<file path="src/rtl/ib_lut_page_loader.sv">
// Iteration-update sequencer for the IB LUT RAMs: streams the next LUT set into
// the inactive RAM half page by page, then flips the active half on request.
module ib_lut_page_loader #(
  parameter int ENTRY_ADDR    = 7,
  parameter int BANK_NUM      = 2,
  parameter int LUT_PORT_SIZE = 4,
  parameter int PAGE_NUM      = 64,
  parameter int ITER_WIDTH    = 5
) (
  input  logic                              write_clk,
  input  logic                              rst,
  input  logic                              load_start,
  input  logic [LUT_PORT_SIZE*BANK_NUM-1:0] lut_data,
  input  logic                              lut_valid,
  output logic                              lut_ready,
  input  logic                              swap_req,
  output logic [ENTRY_ADDR-1:0]             page_addr_ram,
  output logic [LUT_PORT_SIZE*BANK_NUM-1:0] ram_write_data_1,
  output logic                              ib_ram_we,
  output logic                              read_addr_offset,
  output logic                              busy,
  output logic                              load_done,
  output logic                              swap_ack,
  output logic                              swap_miss,
  output logic [ITER_WIDTH-1:0]             iter_cnt
);

  localparam int PAGE_W = ENTRY_ADDR - 1;
  localparam int DATA_W = LUT_PORT_SIZE * BANK_NUM;

  typedef enum logic [1:0] {
    IDLE   = 2'd0,
    LOAD   = 2'd1,
    LOADED = 2'd2
  } state_t;

  state_t              state;
  state_t              state_next;
  logic [PAGE_W-1:0]   page_cnt;
  logic [PAGE_W-1:0]   page_cnt_next;
  logic                beat;
  logic                last_beat;
  logic                swap_take;
  logic                swap_reject;

  // State register: FSM state and the page pointer into the inactive half.
  always_ff @(posedge write_clk) begin
    if (rst) begin
      state    <= IDLE;
      page_cnt <= {PAGE_W{1'b0}};
    end else begin
      state    <= state_next;
      page_cnt <= page_cnt_next;
    end
  end

  // Next-state logic.
  always_comb begin
    state_next    = state;
    page_cnt_next = page_cnt;
    case (state)
      IDLE: begin
        if (load_start) begin
          state_next    = LOAD;
          page_cnt_next = {PAGE_W{1'b0}};
        end else begin
          state_next    = IDLE;
        end
      end
      LOAD: begin
        if (last_beat) begin
          state_next    = LOADED;
          page_cnt_next = {PAGE_W{1'b0}};
        end else if (beat) begin
          page_cnt_next = page_cnt + PAGE_W'(1);
        end else begin
          page_cnt_next = page_cnt;
        end
      end
      LOADED: begin
        // A start arriving with the swap chains straight into the next load.
        if (swap_req && load_start) begin
          state_next    = LOAD;
          page_cnt_next = {PAGE_W{1'b0}};
        end else if (swap_req) begin
          state_next    = IDLE;
        end else begin
          state_next    = LOADED;
        end
      end
      default: begin
        state_next    = IDLE;
        page_cnt_next = {PAGE_W{1'b0}};
      end
    endcase
  end

  // Output decode feeding the registered outputs.
  always_comb begin
    beat        = 1'b0;
    last_beat   = 1'b0;
    swap_take   = 1'b0;
    swap_reject = 1'b0;
    if (state == LOAD) begin
      beat      = lut_valid;
      last_beat = lut_valid && (page_cnt == PAGE_W'(PAGE_NUM - 1));
    end else begin
      beat      = 1'b0;
      last_beat = 1'b0;
    end
    if (state == LOADED) begin
      swap_take   = swap_req;
      swap_reject = 1'b0;
    end else begin
      swap_take   = 1'b0;
      swap_reject = swap_req;
    end
  end

  // Registered write port, handshake, half select and status pulses.
  always_ff @(posedge write_clk) begin
    if (rst) begin
      page_addr_ram    <= {ENTRY_ADDR{1'b0}};
      ram_write_data_1 <= {DATA_W{1'b0}};
      ib_ram_we        <= 1'b0;
      read_addr_offset <= 1'b0;
      iter_cnt         <= {ITER_WIDTH{1'b0}};
      lut_ready        <= 1'b0;
      busy             <= 1'b0;
      load_done        <= 1'b0;
      swap_ack         <= 1'b0;
      swap_miss        <= 1'b0;
    end else begin
      ib_ram_we <= beat;
      if (beat) begin
        page_addr_ram    <= {~read_addr_offset, page_cnt};
        ram_write_data_1 <= lut_data;
      end else begin
        page_addr_ram    <= page_addr_ram;
        ram_write_data_1 <= ram_write_data_1;
      end
      if (swap_take) begin
        read_addr_offset <= ~read_addr_offset;
        iter_cnt         <= iter_cnt + ITER_WIDTH'(1);
      end else begin
        read_addr_offset <= read_addr_offset;
        iter_cnt         <= iter_cnt;
      end
      lut_ready <= (state_next == LOAD);
      busy      <= (state_next == LOAD);
      load_done <= last_beat;
      swap_ack  <= swap_take;
      swap_miss <= swap_reject;
    end
  end

endmodule

</file>
<file path="config.mk">
export PLATFORM = sky130hd
export DESIGN_NAME = ib_lut_page_loader
export DESIGN_NICKNAME = d
export VERILOG_FILES = /design/src/rtl/ib_lut_page_loader.sv
export SDC_FILE = /design/constraint.sdc
export NUM_CORES = 1
export LEC_CHECK = 0
export BUFFER_PORTS_ARGS = -buffer_cell sky130_fd_sc_hd__buf_2
export CAP_MARGIN = 20
export CORE_UTILIZATION = 40
export DETAILED_ROUTE_END_ITERATION = 7
export HOLD_SLACK_MARGIN = 0.05
export MAX_ROUTING_LAYER = met4
export PLACE_DENSITY_LB_ADDON = 0.08
export RECOVER_POWER = 50
export SKIP_CTS_REPAIR_TIMING = 1
export SLEW_MARGIN = 0
export SYNTH_ARGS = -nofsm -noshare
export SYNTH_HDL_FRONTEND = slang
export SYNTH_SLANG_ARGS = --single-unit
export TNS_END_PERCENT = 1
</file>
<file path="constraint.sdc">
create_clock -name write_clk -period 2.3 [get_ports write_clk]
set_clock_uncertainty 0.05 [all_clocks]
set_input_delay 0.23 -clock write_clk [delete_from_list [all_inputs] [get_ports write_clk]]
set_output_delay 0.23 -clock write_clk [all_outputs]
set_load 0.02 [all_outputs]
</file>
==> results of run 1 <==
how the worst min path moves through the flow:
stage	startpoint	to	slack, ns	cells past startpoint
4_1_cts	lut_data[2]	ram_write_data_1[2]$_SDFFE_PP0P_	0.07	3
2_1_floorplan	swap_req	swap_miss$_SDFF_PP0_	0.29	2
5_1_grt	lut_data[7]	ram_write_data_1[7]$_SDFFE_PP0P_	0.07	3
3_5_place_dp	page_addr_ram[2]$_SDFFE_PP0P_	page_addr_ram[2]$_SDFFE_PP0P_	0.40	2
3_3_place_gp	ram_write_data_1[2]$_SDFFE_PP0P_	ram_write_data_1[2]$_SDFFE_PP0P_	0.39	2
6_report	lut_data[7]	ram_write_data_1[7]$_SDFFE_PP0P_	0.08	3
cells by family (layout without fill, tap and decap cells):
kind of cell,count (synthesis),in the layout,share of synthesized area
simple gates,68,68,0.2403
compound gates,34,34,0.1565
flops,34,34,0.5127
buf+inv,11,50,0.03863
xor+xnor,5,5,0.03299
fa+ha+maj,2,2,0.01885
cell usage after synthesis (all sizes together):
library cell | n | area, sq um
nand2 | 37 | 138.9
nand3 | 5 | 25.02
nand3b | 2 | 18.77
inv | 3 | 11.26
xnor2 | 2 | 17.52
o21ai | 1 | 5.000
nand4 | 3 | 18.77
or2 | 1 | 6.260
clkbuf | 5 | 20.01
and2b | 1 | 8.760
dfxtp | 34 | 680.7
a21oi | 23 | 115.1
and3b | 1 | 10.01
a31o | 1 | 17.52
nor2 | 11 | 41.29
a41oi | 1 | 8.760
and2 | 1 | 8.760
and4 | 1 | 8.760
a211oi | 1 | 7.510
or3 | 1 | 6.260
ha | 2 | 25.02
o21a | 1 | 7.510
and3 | 2 | 12.51
xor2 | 3 | 26.28
nand2b | 2 | 15.02
buf | 3 | 20.01
a31oi | 2 | 12.51
o21bai | 1 | 7.510
a311oi | 3 | 26.28
area by class of cell:
cell class | instances | area [sq um]
multi-input cells | 109 | 594.3
well taps | 44 | 55.05
inverters | 3 | 11.26
fillers | 357 | 1538
flip-flops and latches | 34 | 680.7
clock inverters | 1 | 5.005
clock buffers | 7 | 55.05
repair buffers | 39 | 163.9
power groups by stage:
stage | Combinational [mW] | Sequential [mW] | Clock [mW]
6_report | 0.0904 | 0.610 | 0.333
5_1_grt | 0.101 | 0.613 | 0.377
4_1_cts | 0.0950 | 0.610 | 0.348
3_5_place_dp | 0.0948 | 0.624 | 0
3_3_place_gp | 0.0928 | 0.623 | 0
2_1_floorplan | 0.0525 | 0.636 | 0
critical path: stages (launching register included):
cell,delay [ns]
dfxtp_1,0.37
nand3b_2,0.45
nor2_1,0.24
nor2_1,0.06
a311oi_1,0.23
registers in the layout (all words and copies together) (netlist names):
signal            flops
state                 2
page_cnt              6
iter_cnt              5
ram_write_data_1      8
busy                  1
load_done             1
ib_ram_we             1
swap_miss             1
swap_ack              1
read_addr_offset      1
page_addr_ram         7
metal layers:
metal / vias up / share of wire / GRT usage
li1: 603 / - / -
met1: 513 / 0.49 / 0.1812
met2: 29 / 0.44 / 0.2247
met3: 3 / 0.065 / 0.06114
met4: 0 / 0.0091 / 0.06977
met5: - / 0 / -
per-stage QoR:
stage,cells,setup slack (ns)
after floorplan,154,1.016
after global placement,229,0.8873
after detailed placement,229,0.8287
after CTS,237,0.8082
after global routing,237,0.6748
final,237,0.8131
==> summary.txt, run 1 <==
Critical path
  – Last element of the critical path: page_cnt[4]$_SDFFE_PP0P_
  – Crit Path Class: reg -> reg
  – Critical path origin: state[1]$_SDFF_PP0_
  – Crit Path Max Fanout: 18
  – Crit path DAT: 1.68 ns
  – R2R Setup Slk: 0.81 ns
  – Worst r2r path cells: 4
  – Critical path data required time: 2.49 ns
  – CP Launch Type: flip-flop
  – Worst reg2reg path endpoint: page_cnt[4]$_SDFFE_PP0P_
  – CP Capture Type: flip-flop
  – Worst reg2reg startpoint: state[1]$_SDFF_PP0_

Clock network
  – CTS Buf Count: 5
  – Worst skew pair latency: 0.33 ns
  – Root buf cell: clkbuf_4
  – Clk sinks: 34
  – Clock transition at path regs: 0.10 ns
  – CTS tree: done
  – CTS H-tree depth: 2
  – CTS Buffer Depth: 2

Timing
  – Min Tclk post-route: 1.487 ns
  – F_max: 0.6726 GHz
  – RSZ-0062 raised after global routing: false
  – Worst hold slack: 0.07666 ns
  – Post-route setup TNS: 0 ns
  – # setup viols final: 0
  – Relative slew slack: 0.6608
  – Final hold vios: 0
  – Pins Over Slew Limit: 0
  – Final period util: 0.6465
  – Worst Tran Pin Value: 0.5088 ns

Pwr
  – Leakage: 0.5926 nW
  – Clock share of power: 0.322
  – P_int: 780.6 uW
  – Max VDD drop: 0.3372 mV
  – Overall Power: 1.034 mW
  – Sw frac: 0.2452
  – Psw: 253.6 uW
  – Power Density: 660.7 nW/um^2
  – Comb power frac: 0.087
  – Seq pwr share: 0.590

Drt
  – Post-route DRC: 0
  – Routed vias/inst: 4.844
  – Post-route ant nets: 0
  – Iter 0 DRT Violations: 40
  – DR WL/cell: 10.68 um
  – WL final: 2531 um
  – DR pass1 iterations: 4
  – Routed via count: 1148

Global route
  – Global-route wire length before repair: 3829 um
  – GRT Residual Overflow: 0
  – Vias in the first global route: 878
  – Largest net degree at the start of global routing: 30
  – All-layer global routing usage: 0.1523
  – Initial antenna violation count: 0

Finish
  – Most frequent cells in the layout: 37 x nand2_1, 34 x dfxtp_1, 26 x clkbuf_1, 23 x a21oi_1, 14 x buf_2
  – Design area: 1565 sq um
  – Nets@finish: 207
  – Layout area overhead: 17.91%
  – Final Util: 0.5044
  – ANT cells: 0
  – Share of post-route cells with drive strength above 1: 0.1399
  – Commonest non-fill, non-tap cell in the layout: nand2_1

Synth
  – Mapped Cells: 154
  – Yosys reg bits: 34
  – Post-Synthesis Cell Area: 1328 sq um
  – Yosys cell types: 33
  – YS warnings: 0
  – Sequential element share of the synthesized area: 0.5127
  – Mapped Avg Cell Area: 8.620 sq um
  – Syn_nets: 169

Job
  – Max-Cap Viols: 0

Floorplan
  – Core Region: 3103 sq um
  – Std cell rows: 20
  – Die H: 59.61 um
  – Die W: 59.61 um
  – Die area: 3553 sq um
  – Initial Util: 0.4278
  – Top Ports: 40

Hold path
  – HP Class: in -> reg

Outcome
  – Outcome: completed

Placed design
  – RD Place Congestion: 0.7745
  – PortBufs: 39
  – Cell Area, Placed: 1538 sq um
  – Post-DP HPWL: 1768 um
Note: power is estimated with default switching activity, not from simulation.
==> run 2, diff against run 1 <==
clock period = 1.2 ns   (was 2.3 ns; I/O delays follow)
==> run 2 against run 1 <==
The flow now finishes with violations (setup timing). Maximum frequency grew 8.0%. Clock power up 100%. Hold slack got worse by 0.0030 ns. Die area did not move. Sequential cell count stayed put. Clock-buffer cell count fell by 1. Power rose by 100%. Register-to-register slack worse by 0.99 ns. Core utilization increased by 8.7 points.
==> summary.txt, run 2 (synthesis gave the netlist of run 1 again) <==
Outcome
  – Outcome: finished, violations left
  – Failing checks: setup timing

Finish
  – Most frequent cells in the layout: 37 x nand2_1, 30 x dfxtp_1, 24 x buf_2, 23 x a21oi_1, 16 x clkbuf_1
  – Share of post-route cells with drive strength above 1: 0.2798
  – Top flop regs: ram_write_data_1 (8), page_addr_ram (7), page_cnt (6)
  – Largest Register: ram_write_data_1
  – FF/Latch Area: 688.2 sq um
  – Design area: 1834 sq um
  – Nets@finish: 232
  – Layout area overhead: 38.17%
  – Multi-input logic area: 630.6 sq um
  – Commonest non-fill, non-tap cell in the layout: nand2_1
  – ANT cells: 0
  – Layout filler cell count: 310
  – Max reg flops: 8

Critical path
  – CP Capture Type: flip-flop
  – Slowest stage delay, CP: 0.35 ns
  – Slowest cell on the critical path: dfxtp_2
  – Crit Path Class: reg -> reg
  – Crit Path Max Fanout: 5
  – Crit path DAT: 1.58 ns
  – Critical path data required time: 1.40 ns
  – Crit-path cells: ha_4, and3_4, nand4_1, nand2_1, a311oi_1
  – CP Launch Type: flip-flop

Timing
  – F_max: 0.7264 GHz
  – Pins Over Slew Limit: 0
  – Relative slew slack: 0.8220
  – Min Tclk post-route: 1.377 ns
  – RSZ-0062 raised after global routing: true
  – # setup viols final: 9
  – Final period util: 1.147
  – Final setup margin: -0.1767 ns
  – Final hold vios: 0
  – Worst Tran Pin Value: 0.2681 ns

Placed design
  – Setup slack at placement: -0.1649 ns
  – PortBufs: 39
  – RD Place Congestion: 0.7853
  – Post-DP HPWL: 2111 um
  – Cell Area, Placed: 1644 sq um

Floorplan
  – Top Ports: 40
  – Std cell rows: 20
  – Die H: 59.61 um
  – Core Region: 3103 sq um
  – Die area: 3553 sq um
  – Die W: 59.61 um
  – Initial Util: 0.4278

Clock network
  – CTS Buf Count: 5
  – Clock transition at path regs: 0.11 ns
  – Worst skew pair latency: 0.34 ns
  – CTS tree: done
  – Root buf cell: clkbuf_4
  – Clk sinks: 34
  – CTS Buffer Depth: 2
  – CTS H-tree depth: 2

Global route
  – Global-route wire length before repair: 4623 um
  – Initial antenna violation count: 0
  – Vias in the first global route: 1095
  – GRT Residual Overflow: 0
  – All-layer global routing usage: 0.1845
  – Largest net degree at the start of global routing: 15

Drt
  – DR WL/cell: 11.89 um
  – Iter 0 DRT Violations: 36
  – DR pass1 iterations: 4
  – WL final: 3114 um
  – Post-route DRC: 0
  – Post-route ant nets: 0
  – Routed vias/inst: 4.863
  – Routed via count: 1274

Pwr
  – Power Density: 1139 nW/um^2
  – Max VDD drop: 0.6026 mV
  – Leakage: 0.7588 nW

Hold path
  – HP Class: in -> reg

Job
  – Max-Cap Viols: 0
[run 2: worst paths after layout]
kind / slack (ns) / startpoint / cells past startpoint / to
worst max register to register: -0.18 / page_cnt[0]$_SDFFE_PP0P_ / 5 / page_cnt[5]$_SDFFE_PP0P_
worst min-delay path: 0.07 / swap_req / 4 / swap_miss$_SDFF_PP0_
worst min register to register: 0.41 / page_addr_ram[1]$_SDFFE_PP0P_ / 2 / page_addr_ram[1]$_SDFFE_PP0P_
worst max-delay path: -0.18 / page_cnt[0]$_SDFFE_PP0P_ / 5 / page_cnt[5]$_SDFFE_PP0P_
[run 2: power breakdown]
| group | total, mW | switching, mW | internal (mW) |
|---|---|---|---|
| logic | 0.243 | 0.134 | 0.109 |
| registers | 1.17 | 0.0185 | 1.15 |
| clock network | 0.672 | 0.391 | 0.281 |
| total | 2.09 | 0.544 | 1.54 |
[run 2: layer usage]
layer	track usage	vias up	wire length (um)	share of wire
met1	0.1952	591	1392	0.45
met4	0.08970	0	44	0.014
met3	0.07205	5	152	0.049
li1	-	652	-	-
met5	-	-	0	0
met2	0.3002	26	1524	0.49
[run 2: metrics by stage]
stage / util / instances / power (mW) / hold slack (ns) / TNS (ns)
6_report: 0.5911 / 262 / 2.088 / 0.07368 / -0.6512
5_1_grt: 0.5911 / 262 / 2.196 / 0.06696 / -1.824
4_1_cts: 0.5504 / 250 / 2.076 / -0.05541 / -1.704
3_5_place_dp: 0.5298 / 242 / 1.408 / 0.3197 / -0.9164
3_3_place_gp: 0.5298 / 242 / 1.400 / 0.3121 / -0.4087
2_1_floorplan: - / 154 / 1.320 / 0.1835 / -0.2338
[run 2: area by class of cell]
class,count,share of cell area
multi-input combinational,109,0.3438
sequential,34,0.3752
timing repair buffer,64,0.2101
clock buffer,6,0.02797
clock inverter,2,0.006821
tap,44,0.03001
inverter,3,0.006139
[run 2: critical path: cells and delay by family (launching register included)]
family	cells	cell delay [ns]
fa+ha+maj	1	0.16
simple gates	3	0.45
flops	1	0.35
compound gates	1	0.29
